## src/rtl/vt_pkg.sv

```systemverilog
// Shared VT52 terminal constants: flow-control ASCII bytes and the transmit FSM encoding.
package vt_pkg;
   localparam logic [7:0] XON  = 8'h11;
   localparam logic [7:0] XOFF = 8'h13;

   typedef enum logic [1:0] {
      IDLE      = 2'd0,
      WAIT_BUSY = 2'd1,
      WAIT_DONE = 2'd2
   } tx_state_e;
endpackage

```

## src/rtl/byte_fifo.sv

```systemverilog
// Synchronous first-word-fall-through byte FIFO with registered occupancy.
module byte_fifo #(
   parameter int DEPTH = 16
) (
   input  logic                     clk,
   input  logic                     reset_n,
   input  logic                     push,
   input  logic                     pop,
   input  logic [7:0]               din,
   output logic [7:0]               dout,
   output logic                     full,
   output logic                     empty,
   output logic [$clog2(DEPTH):0]   fill
);
   localparam int AW = $clog2(DEPTH);
   localparam logic [AW:0] ONE = (AW+1)'(1);

   logic [7:0]  mem [DEPTH];
   logic [AW:0] wr_ptr;
   logic [AW:0] rd_ptr;
   logic [AW:0] fill_q;
   logic        do_push;
   logic        do_pop;

   assign empty   = (wr_ptr == rd_ptr);
   assign full    = (wr_ptr[AW] != rd_ptr[AW]) && (wr_ptr[AW-1:0] == rd_ptr[AW-1:0]);
   assign do_pop  = pop && !empty;
   // A pop frees the slot the write lands in, so a full FIFO still accepts alongside a pop.
   assign do_push = push && (!full || do_pop);
   assign fill    = fill_q;
   // Stale storage is masked so an empty FIFO always presents zero.
   assign dout    = empty ? 8'h00 : mem[rd_ptr[AW-1:0]];

   always_ff @(posedge clk or negedge reset_n) begin
      if (!reset_n) begin
         wr_ptr <= '0;
         rd_ptr <= '0;
         fill_q <= '0;
      end else begin
         if (do_push) wr_ptr <= wr_ptr + ONE;
         if (do_pop)  rd_ptr <= rd_ptr + ONE;
         case ({do_push, do_pop})
            2'b10:   fill_q <= fill_q + ONE;
            2'b01:   fill_q <= fill_q - ONE;
            default: fill_q <= fill_q;
         endcase
      end
   end

   always_ff @(posedge clk) begin
      if (do_push) mem[wr_ptr[AW-1:0]] <= din;
   end
endmodule

```

## src/rtl/rx_flow_fifo.sv

```systemverilog
// UART receive buffer for the VT52 decoder; also arbitrates the UART transmit port
// between automatic XON/XOFF flow bytes and keyboard characters.
//
//  state     | meaning
//  ----------+-----------------------------------------------------------
//  IDLE      | transmitter free; may launch a flow byte or keyboard byte
//  WAIT_BUSY | byte launched; waiting for tx_done to drop
//  WAIT_DONE | transmitter busy; waiting for tx_done to return high
module rx_flow_fifo
   import vt_pkg::*;
#(
   parameter int DEPTH   = 16,
   parameter int HI_MARK = 12,
   parameter int LO_MARK = 4
) (
   input  logic                     clk,
   input  logic                     reset_n,
   input  logic                     rx_done,
   input  logic [7:0]               rx_data,
   output logic                     char_valid,
   output logic [7:0]               char_data,
   input  logic                     char_ready,
   input  logic                     kbd_send,
   input  logic [6:0]               kbd_char,
   output logic [7:0]               tx_data,
   output logic                     tx_send,
   input  logic                     tx_done,
   output logic                     xoff_sent,
   output logic                     overrun,
   output logic                     kbd_drop,
   output logic [$clog2(DEPTH):0]   fill
);
   localparam int FW = $clog2(DEPTH) + 1;
   localparam logic [FW-1:0] HI_F = FW'(HI_MARK);
   localparam logic [FW-1:0] LO_F = FW'(LO_MARK);

   logic       rx_done_q;
   logic       push_edge;
   logic       pop;
   logic       fifo_full;
   logic       fifo_empty;
   logic       xoff_pend;
   logic       xon_pend;
   logic       flow_pend;
   logic [7:0] flow_byte;
   logic       kbd_full;
   logic [7:0] kbd_hold;
   logic [7:0] tx_data_q;
   logic       send_flow;
   logic       send_kbd;
   tx_state_e  state;
   tx_state_e  state_nx;

   assign push_edge  = rx_done && !rx_done_q;
   assign char_valid = !fifo_empty;
   assign pop        = char_valid && char_ready;

   byte_fifo #(.DEPTH(DEPTH)) u_fifo (
      .clk     (clk),
      .reset_n (reset_n),
      .push    (push_edge),
      .pop     (pop),
      .din     (rx_data),
      .dout    (char_data),
      .full    (fifo_full),
      .empty   (fifo_empty),
      .fill    (fill)
   );

   // Flow requests are re-derived every cycle and never latched.
   assign xoff_pend = (fill >= HI_F) && !xoff_sent;
   assign xon_pend  = (fill <= LO_F) && xoff_sent;
   assign flow_pend = xoff_pend || xon_pend;
   assign flow_byte = xoff_pend ? XOFF : XON;

   always_ff @(posedge clk or negedge reset_n) begin
      if (!reset_n) begin
         rx_done_q <= 1'b0;
         overrun   <= 1'b0;
         kbd_full  <= 1'b0;
         kbd_hold  <= 8'h00;
         kbd_drop  <= 1'b0;
         xoff_sent <= 1'b0;
         tx_data_q <= 8'h00;
      end else begin
         rx_done_q <= rx_done;
         if (push_edge && fifo_full && !pop) overrun <= 1'b1;
         if (kbd_send && !kbd_full) begin
            kbd_full <= 1'b1;
            kbd_hold <= {1'b0, kbd_char};
         end else if (send_kbd) begin
            kbd_full <= 1'b0;
         end
         if (kbd_send && kbd_full) kbd_drop <= 1'b1;
         if (send_flow) xoff_sent <= !xoff_sent;
         tx_data_q <= tx_data;
      end
   end

   always_ff @(posedge clk or negedge reset_n) begin
      if (!reset_n) state <= IDLE;
      else          state <= state_nx;
   end

   always_comb begin
      state_nx = state;
      case (state)
         IDLE:      if (tx_done && (flow_pend || kbd_full)) state_nx = WAIT_BUSY;
         WAIT_BUSY: if (!tx_done) state_nx = WAIT_DONE;
         WAIT_DONE: if (tx_done) state_nx = IDLE;
         default:   state_nx = IDLE;
      endcase
   end

   // Launch outputs are combinational so a byte leaves in the cycle IDLE sees it.
   always_comb begin
      send_flow = 1'b0;
      send_kbd  = 1'b0;
      tx_data   = tx_data_q;
      if (state == IDLE && tx_done) begin
         if (flow_pend) begin
            send_flow = 1'b1;
            tx_data   = flow_byte;
         end else if (kbd_full) begin
            send_kbd  = 1'b1;
            tx_data   = kbd_hold;
         end
      end
      tx_send = send_flow || send_kbd;
   end
endmodule

```

## config.mk

```make
export PLATFORM = sky130hd
export DESIGN_NAME = rx_flow_fifo
export DESIGN_NICKNAME = d
export VERILOG_FILES = /design/src/rtl/vt_pkg.sv /design/src/rtl/byte_fifo.sv /design/src/rtl/rx_flow_fifo.sv
export SDC_FILE = /design/constraint.sdc
export NUM_CORES = 1
export LEC_CHECK = 0
export CAP_MARGIN = 20
export CORE_AREA = 5 5 117 119
export DETAILED_ROUTE_END_ITERATION = 12
export DIE_AREA = 0 0 122 124
export GPL_ROUTABILITY_DRIVEN = 0
export PLACE_DENSITY = 0.86
export SLEW_MARGIN = 20
export SYNTH_ARGS = -nofsm -noshare
export SYNTH_HDL_FRONTEND = slang
export SYNTH_HIERARCHICAL = 1
export SYNTH_SLANG_ARGS = --single-unit
```

## constraint.sdc

```tcl
create_clock -name clk -period 4.18 [get_ports clk]
set_clock_uncertainty 0.05 [all_clocks]
set_input_delay 1.254 -clock clk [delete_from_list [all_inputs] [get_ports clk]]
set_output_delay 1.254 -clock clk [all_outputs]
set_load 0.05 [all_outputs]
```

== Yosys cells after proc, flatten, opt, wreduce, memory -nomap -nowiden ==
Memories as Yosys holds them, arrays and structs flattened.
Index checks and enable logic that the tools add are counted.
Word-level totals
  bits in registers: 37
  bits in latches: 0
  RAM bits: 128
  bits in read-only memories: 0
  bits of input ports: 21
  output and inout port bits: 26
  word-level logic and storage cells: 74
  memories: 1
Cells by class
  $add $sub $neg: 4
  $mul: 0
  divide/modulo/power cells: 0
  magnitude comparators: 2
  eq/ne operators: 10
  shifts and indexed selects: 0
  multiplexer cells: 19
  bitwise operators: 0
  reductions and logical operators: 27
Memories
  u_fifo.mem: words 16, width 8, read ports 1, clocked after memory_dff 0, write ports 1, RTL line byte_fifo.sv:18  | logic [7:0] mem [DEPTH];
Operators by type and width (count)
  8-bit two-way mux: 4
  5-bit by 1-bit adder with 5-bit output (second input constant): 3
  1-bit logical AND: 13
  5-bit case mux with 2 select lines: 1
  1-bit two-way mux: 9
  2-bit two-way mux: 4
  1-bit logical NOT: 6
  2-bit inequality test (second input constant): 3
  2-bit case mux with 3 select lines: 1
  5-bit == test: 1
  5-bit by 4-bit greater-or-equal comparator with 1-bit output (second input constant): 1
  5-bit by 3-bit less-or-equal comparator with 1-bit output (second input constant): 1
  5-bit by 1-bit subtractor with 5-bit output (second input constant): 1
  2-bit by 1-bit == test with 1-bit output (second input constant): 2
  2-bit == test (second input constant): 2
  4-bit == test: 1
  1-bit logical OR: 4
  2-bit nonzero test: 2
  3-bit AND reduction: 1
  2-bit logical NOT: 1
  1-bit inequality test: 1

== Longest topological paths before layout ==
  depth in word-level cells: 8
  mapped depth: 13
  mapped depth without buffers: 12

== Hierarchy ==
The synthesis kept the hierarchy.
Modules (own cells, without submodules)
  byte_fifo: instances 1, cells each 302, area an instance 5854.4 sq um, sequential area each 4219.0 sq um
  rx_flow_fifo: instances 1, cells each 70, area an instance 920.9 sq um, sequential area each 550.5 sq um

== Least setup slack after synthesis ==
Ideal clock, no wire load.
  path kind: input port to output port
  from: input port tx_done
  to: output port tx_data[1]
  arrival: 2.846 ns
  required time: 2.876 ns
  slack: 0.030 ns
  cell stages on the path: 2
  path buffers: 0
  cell sequence: or3b_2 > o21ai_0
Between the ends
  word-level cells in the longest chain between the ends: 2
Ends and longest elaborated chain
  from (decl): RTL line rx_flow_fifo.sv:27  | input logic tx_done,
  1-bit logical AND: RTL line rx_flow_fifo.sv:120  | if (state == IDLE && tx_done) begin
  8-bit two-way mux: RTL line rx_flow_fifo.sv:120
  to (decl): RTL line rx_flow_fifo.sv:25  | output logic [7:0] tx_data,
Every way passes these cells.

== Final worst setup path ==
  from: input port tx_done
  to: output port tx_data[4]
Same word-level chain as after synthesis.

==> flow_metrics.tcl <==
set metrics [dict create \
    routed_wl_um 13600 \
    finalSetupTns_ns 0 \
    clock_path_buffers 2 \
    cpPeakStageDelay_ns 0.49 \
    ys_async_sr_fraction_pct 22.4 \
    reg2reg_slack_ns 0.68 \
    ctsHoldBuffers 0 \
    cts_tree "built" \
    diodes 0 \
    initialDrtViolationCount 262 \
    power_density_mw_per_mm2 774 \
    fin_nets 473 \
    yosysUniqueCellTypes 51 \
    floorplan.initialDensity_pct 54.4 \
    hold_depth 1 \
    htree_num_levels 4 \
    yosys_most_used_dff "edfxtp_1" \
    worstPathMaxFanout 6 \
    overflow 0 \
    synth_common_cells "128 x edfxtp_1, 37 x dfrtp_1, 32 x mux4_2" \
    finalSetupViolations 0 \
    worstHoldPathType "reg2reg" \
    die_h_um 124 \
    yosysWarnings 6 \
    grt_max_degree 23 \
    hp-start "kbd_drop" \
    drtPass1Iterations 5 \
    path_cells "clkdlybuf4s50_1 -> buf_4 -> nor3b_4 -> o21ai_2 -> inv_2 -> o22a_1 -> buf_12" \
    finalMaxSlewViolations 0 \
    power_uw 6310 \
    fmax_mhz 245 \
    max_slew.worst_pin.slew_ns 0.747 \
    synth_area_per_cell_um2 18.2 \
    clk-insertion-delay-late_ns 0.43 \
    r2r_end "u_fifo/fill[4]" \
    whs_endpoint "kbd_drop" \
    r2r_cells 13 \
    die_w_um 122 \
    first_global_vias 3785 \
    crit_family "buffers and inverters" \
    r2r-start "u_fifo/rd_ptr[0]" \
    drc 0 \
    synth.most_common_cell "edfxtp_1" \
    vias 3653 \
    drv_cap 0 \
    synth_area_mm2 0.00678 \
    postCtsSetupBuffers 0 \
    postSynthCellCount 372 \
    synth-seq-area-share_pct 70.4 \
    dieArea_mm2 0.0151 \
    via_per_inst 5.82 \
    holdWs_ns 0.402 \
    io-pin-count 47 \
    critPathRequiredTime_ns 2.88 \
    area_delta_synth_final_pct 20.2 \
    grt_pass1_wl_um 21300 \
    synth_top_area_share_pct 56.7 \
    path_clk_slew_ns 0.06 \
    num_rows 41 \
    design.core.area_mm2 0.0125 \
    synth_top_area_cell "edfxtp_1" \
    grt_use_total_pct 19.6 \
    cts_root_buffer "clkbuf_16" \
    rsz0062_at_grt "no" \
    cts.sinks 165 \
    cts_resized 0 \
    synth_seq_cells 165 \
    cp_slowest_cell "clkdlybuf4s50_1" \
    synth-edff-count 128 \
    status "complete, no violations" \
    p_leak_uw 0.00287 \
    hpwl_um 8790 \
    worstPathArrival_ns 2.77 \
    grt_antenna_before_repair 0 \
    fin_crit_sh_pct 97.5 \
    period_needed_ns 4.08 \
    endpoint_kind "output pin" \
    path_class "in2out" \
    ir_worst_vdd_uv 960 \
    path_buf_inv 4 \
    drive_gt1_share_pct 29.2 \
    io_buffer_count 46 \
    wl_per_cell_um 21.6 \
    syn-num-nets 402 \
    critPathLaunchType "input pin" \
    cts_buffers 17 \
    synth.area.top_cells "edfxtp_1 57%, dfrtp_1 14%, mux4_2 11%" \
    drtAntennaViolNets 0 \
    hold_viol_final 0 \
    slew_headroom_pct 50.1 \
]
==> flip-flops by register name, summed over array words and instances, names as in the netlist <==
| register | cells |
|---|---|
| u_fifo/rd_ptr | 5 |
| rx_done_q | 1 |
| kbd_hold | 7 |
| kbd_full | 1 |
| u_fifo/wr_ptr | 5 |
| kbd_drop | 1 |
| tx_data_q | 8 |
| xoff_sent | 1 |
| state | 2 |
| u_fifo/mem | 128 |
| overrun | 1 |
| u_fifo/fill | 5 |
==> final cells by class <==
class                           instances  area, µm²
Sequential cell                       165       4770
Fill cell                             827       4320
Multi-Input combinational cell        184       1900
Timing Repair Buffer                   70        708
Clock buffer                           18        429
Tap cell                              172        215
Clock inverter                         14        103
Inverter                                5       18.8
==> metrics by stage <==
| step | utilization, % | instances | instance area (µm²) | setup slack (ns) |
|---|---|---|---|---|
| after floorplan | - | 372 | 6780 | 0.0302 |
| after global placement | 61.1 | 596 | 7610 | 0.150 |
| after detailed placement | 61.1 | 596 | 7610 | 0.101 |
| after CTS | 65.3 | 628 | 8140 | 0.104 |
| after global routing | 65.3 | 628 | 8140 | 0.0101 |
| final | 65.3 | 628 | 8140 | 0.104 |
==> where the power goes <==
group	internal, µW	switching [µW]
Sequential	1990	262
Clock	763	641
Combinational	1130	1520
Total	3890	2420
==> cell usage in the layout (no fill, tap or decap), drive strengths merged, types with 2 or more instances in the layout <==
master / n
edfxtp: 128
buf: 42
dfrtp: 37
mux4: 32
clkdlybuf4s50: 28
nor2: 23
clkbuf: 18
a22oi: 16
xnor2: 15
mux2: 12
a21oi: 11
nand2: 11
inv: 9
ha: 8
clkinv: 8
xor2: 6
o21ai: 6
nor3: 5
a22o: 4
nor2b: 4
a21o: 4
nor3b: 3
nand4: 3
nand3: 2
and2: 2
clkinvlp: 2
nand2b: 2
o22a: 2
==> routing by layer <==
layer  part of all wire, %  vias to the layer above  GRT usage [%]
met3                   6.7                       27           5.63
met1                    40                     1875           24.2
met5                     0                        -              0
li1                      -                     1613              -
met2                    51                      138           32.8
met4                   1.9                        0           7.91
==> worst max path at each step <==
stage | start | to | slack, ns | cells after the start
global placement | tx_done | tx_data[1] | 0.15 | 4
floorplan | tx_done | tx_data[1] | 0.03 | 2
global route | tx_done | tx_data[4] | 0.01 | 7
finish | tx_done | tx_data[4] | 0.10 | 7
detailed placement | tx_done | tx_data[1] | 0.10 | 4
CTS | tx_done | tx_data[1] | 0.10 | 4
==> worst reg2reg max path, stage by stage, from the launching register on <==
cell and delay, ns:
dfrtp_2 0.64, buf_12 0.26, xnor2_2 0.18, nand4_4 0.22, nor2_2 0.16, nor2b_1 0.07
o21ai_1 0.26, nor2_1 0.20, fa_1 0.44, a21o_1 0.18, a21o_1 0.19, or2_2 0.27
o22ai_1 0.16, xor2_1 0.16
==> cell families (layout without fill, tap and decap cells) <==
logic type	after synthesis	in the layout	share of synthesized area (%)
AOI/OAI and AO/OA	51	51	5.58
xor gates and xnor gates	21	21	3.16
adders and majority gates	9	9	1.77
buffers and inverters	23	107	1.59
DFF	165	165	70.4
muxes	44	44	12.6
and+or+nand+nor	59	59	4.88
No activity file was read; power rests on OpenSTA's default activity.
